<file path="src/rtl/ecd_msg_assembler.sv">
// Collects 8-beat, 32-bit AXI-Stream packets from the ECD link into 256-bit
// messages with framing checks and a one-message output holding register.
module ecd_msg_assembler #(
  parameter int IN_WIDTH  = 32,
  parameter int OUT_WIDTH = 256,
  parameter int BEATS     = 8
) (
  input  logic                 clk,
  input  logic                 reset,
  input  logic [IN_WIDTH-1:0]  AXIS_IN_TDATA,
  input  logic                 AXIS_IN_TVALID,
  input  logic                 AXIS_IN_TLAST,
  output logic                 AXIS_IN_TREADY,
  output logic [OUT_WIDTH-1:0] AXIS_OUT_TDATA,
  output logic                 AXIS_OUT_TVALID,
  input  logic                 AXIS_OUT_TREADY,
  output logic [15:0]          framing_errors,
  output logic                 dbg_state
);

  // Handshakes: a transfer happens on a rising edge where TVALID and TREADY
  // are both high; TDATA is held stable while TVALID is high and TREADY low.

  typedef enum logic {
    COLLECT = 1'b0,
    DISCARD = 1'b1
  } state_t;

  localparam int       STAGE_W   = (BEATS - 1) * IN_WIDTH;
  localparam bit [2:0] LAST_BEAT = 3'(BEATS - 1);

  state_t                state_q, state_d;
  logic [2:0]            beat_cnt_q, beat_cnt_d;
  logic [STAGE_W-1:0]    stage_q, stage_d;
  logic [OUT_WIDTH-1:0]  out_data_q, out_data_d;
  logic                  out_full_q, out_full_d;
  logic                  in_ready_q, in_ready_d;
  logic [15:0]           err_q, err_d;
  logic                  in_acc;
  logic                  err_inc;

  always_comb begin
    state_d    = state_q;
    beat_cnt_d = beat_cnt_q;
    stage_d    = stage_q;
    out_data_d = out_data_q;
    out_full_d = out_full_q;
    err_d      = err_q;
    err_inc    = 1'b0;
    in_acc     = AXIS_IN_TVALID & in_ready_q;

    if (out_full_q && AXIS_OUT_TREADY) begin
      out_full_d = 1'b0;
    end

    if (in_acc) begin
      if (state_q == DISCARD) begin
        if (AXIS_IN_TLAST) begin
          beat_cnt_d = 3'd0;
          state_d    = COLLECT;
        end
      end else if (beat_cnt_q != LAST_BEAT) begin
        if (AXIS_IN_TLAST) begin
          err_inc    = 1'b1;
          beat_cnt_d = 3'd0;
        end else begin
          for (int i = 0; i < BEATS - 1; i++) begin
            if (beat_cnt_q == i[2:0]) begin
              stage_d[i*IN_WIDTH +: IN_WIDTH] = AXIS_IN_TDATA;
            end
          end
          beat_cnt_d = beat_cnt_q + 3'd1;
        end
      end else if (AXIS_IN_TLAST) begin
        // Good packet; a simultaneous out acceptance is overridden by the reload.
        out_data_d = {AXIS_IN_TDATA, stage_q};
        out_full_d = 1'b1;
        beat_cnt_d = 3'd0;
      end else begin
        err_inc = 1'b1;
        state_d = DISCARD;
      end
    end

    if (err_inc && (err_q != 16'hFFFF)) begin
      err_d = err_q + 16'd1;
    end

    // Looking at next-state values keeps beat 7 off a full register without
    // a combinational path from AXIS_OUT_TREADY to AXIS_IN_TREADY.
    in_ready_d = (state_d == DISCARD) ||
                 !((beat_cnt_d == LAST_BEAT) && out_full_d && !AXIS_OUT_TREADY);
  end

  always_ff @(posedge clk or posedge reset) begin
    if (reset) begin
      state_q    <= COLLECT;
      beat_cnt_q <= 3'd0;
      stage_q    <= '0;
      out_data_q <= '0;
      out_full_q <= 1'b0;
      in_ready_q <= 1'b0;
      err_q      <= 16'd0;
    end else begin
      state_q    <= state_d;
      beat_cnt_q <= beat_cnt_d;
      stage_q    <= stage_d;
      out_data_q <= out_data_d;
      out_full_q <= out_full_d;
      in_ready_q <= in_ready_d;
      err_q      <= err_d;
    end
  end

  assign AXIS_IN_TREADY  = in_ready_q;
  assign AXIS_OUT_TDATA  = out_data_q;
  assign AXIS_OUT_TVALID = out_full_q;
  assign framing_errors  = err_q;
  assign dbg_state       = (state_q == DISCARD);

endmodule

</file>
<file path="config.mk">
export PLATFORM = sky130hd
export DESIGN_NAME = ecd_msg_assembler
export DESIGN_NICKNAME = d
export VERILOG_FILES = /design/src/rtl/ecd_msg_assembler.sv
export SDC_FILE = /design/constraint.sdc
export NUM_CORES = 1
export LEC_CHECK = 0
export ABC_AREA = 1
export CORE_ASPECT_RATIO = 0.75
export CORE_MARGIN = 4
export CORE_UTILIZATION = 33
export CTS_BUF_LIST = sky130_fd_sc_hd__clkbuf_2 sky130_fd_sc_hd__clkbuf_4 sky130_fd_sc_hd__clkbuf_8
export DETAILED_ROUTE_END_ITERATION = 12
export PLACE_DENSITY_LB_ADDON = 0.08
export SLEW_MARGIN = 20
export SYNTH_ARGS = -nofsm -noshare
export SYNTH_HDL_FRONTEND = slang
export SYNTH_SLANG_ARGS = --single-unit
</file>
<file path="constraint.sdc">
create_clock -name clk -period 21.2 [get_ports clk]
set_input_delay 2.12 -clock clk [delete_from_list [all_inputs] [get_ports clk]]
set_output_delay 2.12 -clock clk [all_outputs]
set_load 0.01 [all_outputs]
</file>
# Word level (Yosys, flattened, before mapping)
# Index checks and enable logic that the tools add are counted.
[word_totals]
reg_bits = 502
out_inout_bits = 275
elab_cells = 62
[classes]
n_addsub = 2
n_eq_ne = 9
muxes = 18
bitwise = 4
n_reduce_logical = 16
[op_table]
columns = ["operator", "n"]
rows = [
  ["$reduce_and 5->1", 7],
  ["$add 16x1->16 const B", 1],
  ["$ne 16x16->1 const B", 1],
  ["$mux 3", 5],
  ["$mux 1", 13],
  ["$eq 3x3->1 const B", 4],
  ["$eq 3x2->1 const B", 2],
  ["$logic_and 1x1->1", 4],
  ["$reduce_and 4->1", 1],
  ["$add 3x1->3 const B", 1],
  ["$eq 3x1->1 const B", 1],
  ["$logic_not 3->1", 1],
  ["$ne 3x3->1 const B", 1],
  ["$not 1->1", 3],
  ["$logic_not 1->1", 2],
  ["$and 1x1->1", 1],
  ["$logic_or 1x1->1", 1],
]

# Depth between registers and ports, before layout
[depth]
depth_word = 10
ltp_mapped = 10
depth_no_buf = 9

# Worst setup path before layout
# No wires, ideal clock.
[synth_path]
path_type = "input port to flip-flop"
from = "input port AXIS_IN_TLAST"
to = "register err_q[0], in the netlist framing_errors[0]"
arrival_ns = 3.175
t_required_ns = 21.135
setup_slack_ns = 17.960
path_stages = 8
path_cell_list = "inv_1 > ha_1 > nor3_1 > o21ai_1 > inv_1 > clkbuf_1 > nand2_1 > nand2_1"
[synth_via]
elab_chain_len = 5
word_cells_on_any_way = 6
[synth_rtl]
columns = ["item", "line", "text"]
rows = [
  ["start: declaration", "12", "input logic AXIS_IN_TLAST,"],
  ["$mux 1, on equally long branches", "74, 63", ""],
  ["$mux 1 (*)", "62", "end else if (beat_cnt_q != LAST_BEAT) begin"],
  ["$mux 1 (*)", "57", "if (state_q == DISCARD) begin"],
  ["$mux 1 (*)", "56", "if (in_acc) begin"],
  ["$logic_and 1x1->1 (*)", "85", "if (err_inc && (err_q != 16'hFFFF)) begin"],
  ["end signal: assignment", "111", "err_q <= err_d;"],
  ["end: declaration", "38", "logic [15:0] err_q, err_d;"],
]
# Every way passes the cells marked *; elsewhere a longest branch is shown, timed or not.
# A chain may end at the register's enable or synchronous reset.

# Worst setup path after layout
[layout_path]
from = "input port AXIS_IN_TLAST"
to = "register out_data_q[205], in the netlist AXIS_OUT_TDATA[205]"
[layout_via]
elab_chain_len = 1
[layout_rtl]
columns = ["item", "line", "text"]
rows = [
  ["$reduce_and 4->1 (no source line)", "n/a", ""],
  ["end signal: assignment", "108", "out_data_q <= out_data_d;"],
  ["end: declaration", "35", "logic [OUT_WIDTH-1:0] out_data_q, out_data_d;"],
]
# No other way between the ends.

==> results by stage <==
Outcome:
- The run finished with clean final reports.

Power:
- The ratio of total power to cell area is 137.7 nW/um2.
- VDD sags by at most 0.00005515 V.
- The leakage power of the design is 0.01162 uW.
- After layout, the design draws a total of 3336 uW.

Die:
- The area enclosed by the die boundary is 60,610 um2.
- The core area is 56,020 um2.
- The effective utilization at floorplan is 33.40%.
- Row generation in the floorplan step produced 75 rows.
- The die is 282.9 um wide.
- 312 I/O pins were placed.
- From bottom edge to top edge, the die measures 214.2 um.

Critical path:
- The critical path's slowest cell is buf_4.
- The worst setup path is launched from an input pin.
- The worst endpoint required time is 21,730 ps.
- The kind of critical path is in2reg.
- The signal arrival time at the worst endpoint is 5400 ps.
- The largest fanout of any net on the critical path is 78.
- The cell seen most often among critical-path stages is buf_4.
- STA classifies the critical path endpoint as a register.
- Traced cell by cell, the critical path runs through clkdlybuf4s50_1 > inv_1 > nor2_4 > nand2_8 > buf_4 > buf_4 > mux2_2.
- The biggest cell delay along the critical path is 850 ps.

CTS:
- The clock passes through at most 3 buffers.
- The number of buffers inserted during clock tree synthesis is 82.
- For this design, the sink count on the clock tree is 502.
- The clock tree from TritonCTS is yes.
- The root buffer cell is clkbuf_8.
- The clock latency on the worst-skew pair is 650 ps.
- After clock tree synthesis, the clock-pin slew on the worst setup and hold paths is 60 ps.
- The H-tree generated during clock tree synthesis spans 3 levels.
- Buffers added to address setup during post-CTS repair amount to 0.
- The cts-stage hold buffer count is 0.
- The post-cts gate resize count is 0.

Synthesis:
- During synthesis, Yosys emitted a total of 0 warnings.
- The number of enable-type register cells in the synthesized netlist is 0.
- The synthesized instance count is 1,528.
- A synthesized cell averages 12.24 um2.
- The share of synthesized area in the top cell type comes to 67.14%.
- Ranked by total cell area, the synthesized netlist is headed by dfrtp_1 67%, mux2_2 13%, o21ai_0 6.9%, nand2_1 6.9%, buf_2 1.2%.
- The commonest cells after synthesis are 502 x dfrtp_1, 343 x nand2_1, 259 x o21ai_0, 223 x mux2_2, 57 x inv_1.
- The net count after synthesis is 1,573.
- The cell type contributing the most total cell area after synthesis is dfrtp_1.
- Yosys instantiated no cell more often than dfrtp_1.
- The number of synthesized register bits is 502.
- After synthesis, flip-flops and latches occupy 67.14% of the total area.
- Counting flops with an async set or reset pin after synthesis yields a share of 100.0%.
- The distinct cell type count after synthesis is 23.
- The synthesized netlist occupies a cell area of 18,710 um2.
- The main flop type after synthesis is dfrtp_1.

Timing:
- Dividing the final minimum period by the clock period gives 22.96%.
- Setup violations remaining at the end of the flow were counted as 0.
- At the pin with the least slew margin, the transition time is 1033 ps.
- The shortest period the worst path allows is 4869 ps.
- The worst clock skew is 19.21 ps.
- Setup repair after global routing left no endpoint under its margin.
- The top achievable clock speed is 0.2054 GHz.
- After routing, the total negative slack on setup checks comes to 0 ps.
- Hold is met by 479.5 ps.
- The number of hold violations in the final report is 0.
- Measured against its own limit, the worst slew margin works out to 31.12%.
- The number of pins with negative max-slew slack in the final report is 0.

Global route:
- The via count of the first global-routing pass came to 12.74k.
- The wire length of the first global-routing pass is 77.45 mm.
- The number of antenna violations at the first check in global routing is 0.
- The residual overflow from global routing is 0.
- The total routing usage reported by global routing is 16.25%.
- The pin count of the biggest net entering global routing is 163.

Hold path:
- The worst hold path belongs to the class reg2reg.

Place:
- Input and output buffers added on the ports amount to 311.
- After legalization and detailed placement, the total HPWL measured 30.80 mm.
- The routability congestion estimate is 0.7450.

Drt:
- After detailed routing, the average wire length per cell comes to 18.50 um.
- The number of DRC markers after the initial detailed-route iteration is 735.
- The via total after detailed routing is 12.18k.
- The routed design has 49.04 mm of wire.
- The first-pass iteration count of the detailed router is 5.
- For this run, design rule violations remaining after detail routing come to 0.
- The average vias per placed instance is 4.596.
- The count of nets left with antenna violations once routing finished came out at 0.

Cells and area:
- At the end of the flow, the number of nets in the layout was 1,906.
- In the final layout, the share of cells above drive strength 1 is 20.47%.
- The post-synthesis to final-layout area growth is 29.49%.
- 0 antenna diodes ended up in the layout.

Run:
- Across the run, the number of max-cap violations was 0.
==> metal layers <==
| layer | track usage [%] | vias to the layer above | wire, um |
|---|---|---|---|
| met1 | 22.70 | 6139 | 23570 |
| met3 | 4.102 | 66 | 2017 |
| met2 | 25.42 | 227 | 22620 |
| li1 | - | 5751 | - |
| met4 | 4.271 | 0 | 829 |
| met5 | 0 | - | 0 |
==> critical path: cells and delay by family <==
kind | cells | cell delay, ps
buffers and inverters | 4 | 2240
multiplexers | 1 | 410
AND/OR/NAND/NOR | 2 | 460
==> final timing paths <==
path	startpoint	to	slack [ps]	cells past startpoint
min	stage_q[136]$_DFFE_PP0P_	stage_q[136]$_DFFE_PP0P_	480	2
max	AXIS_IN_TLAST	AXIS_OUT_TDATA[205]$_DFFE_PP0P_	16330	7
max reg2reg	beat_cnt_q[0]$_DFF_PP0_	AXIS_OUT_TDATA[205]$_DFFE_PP0P_	17400	8
min in group asynchronous	reset	AXIS_OUT_TDATA[1]$_DFFE_PP0P_	2010	2
min reg2reg	stage_q[136]$_DFFE_PP0P_	stage_q[136]$_DFFE_PP0P_	480	2
max in group asynchronous	reset	stage_q[78]$_DFFE_PP0P_	16850	4
==> power by group <==
part / switching (uW) / leakage (uW) / internal [uW]
sequential: 221 / 0.00667 / 1330
combinational: 392 / 0.00403 / 519
clock: 386 / 0.000918 / 487
total: 1000 / 0.0116 / 2340
==> final cells by class <==
| cell class | count | area (um2) |
|---|---|---|
| Sequential cell | 502 | 12560 |
| Tap cell | 731 | 914.6 |
| Fill cell | 5267 | 31800 |
| Clock inverter | 13 | 81.33 |
| Timing Repair Buffer | 325 | 3234 |
| Inverter | 58 | 225.2 |
| Multi-Input combinational cell | 892 | 5582 |
| Clock buffer | 130 | 1627 |
==> kinds of logic (layout without fill, tap and decap cells) <==
kind of cell	count (synthesis)	count (layout)	synth area share [%]
simple gates	391	391	8.406
flops	502	502	67.14
xor+xnor	7	7	0.3277
compound gates	262	262	7.009
buf+inv	134	526	3.096
fa+ha+maj	8	8	0.5350
mux	224	224	13.48
==> flip-flops by register name, indices dropped and copies added, names as in the netlist <==
name,cells
AXIS_IN_TREADY,1
AXIS_OUT_TDATA,256
AXIS_OUT_TVALID,1
beat_cnt_q,3
dbg_state,1
framing_errors,16
stage_q,224
==> cells in the final DEF, fill, tap and decap left out, types with 7 or more instances in the layout <==
cell / count
buf_4: 12
clkbuf_4: 26
clkbuf_8: 104
clkdlybuf4s50_1: 311
clkinv_2: 9
dfrtp_1: 502
ha_1: 8
inv_1: 56
mux2_2: 223
nand2_1: 343
nand3_1: 10
nor2_1: 19
o21ai_0: 259
xnor2_1: 7
==> stage by stage <==
step | std cells | setup slack, ps | utilization [%] | cell area, um2
after floorplan | 1528 | 5064 | - | 18710
after global placement | 2508 | 15620 | 40.19 | 22510
after detailed placement | 2508 | 15630 | 40.19 | 22510
after CTS | 2651 | 16380 | 43.24 | 24220
after global routing | 2651 | 16200 | 43.24 | 24230
final | 2651 | 16330 | 43.24 | 24230
Power figures use the tool's default switching activity.
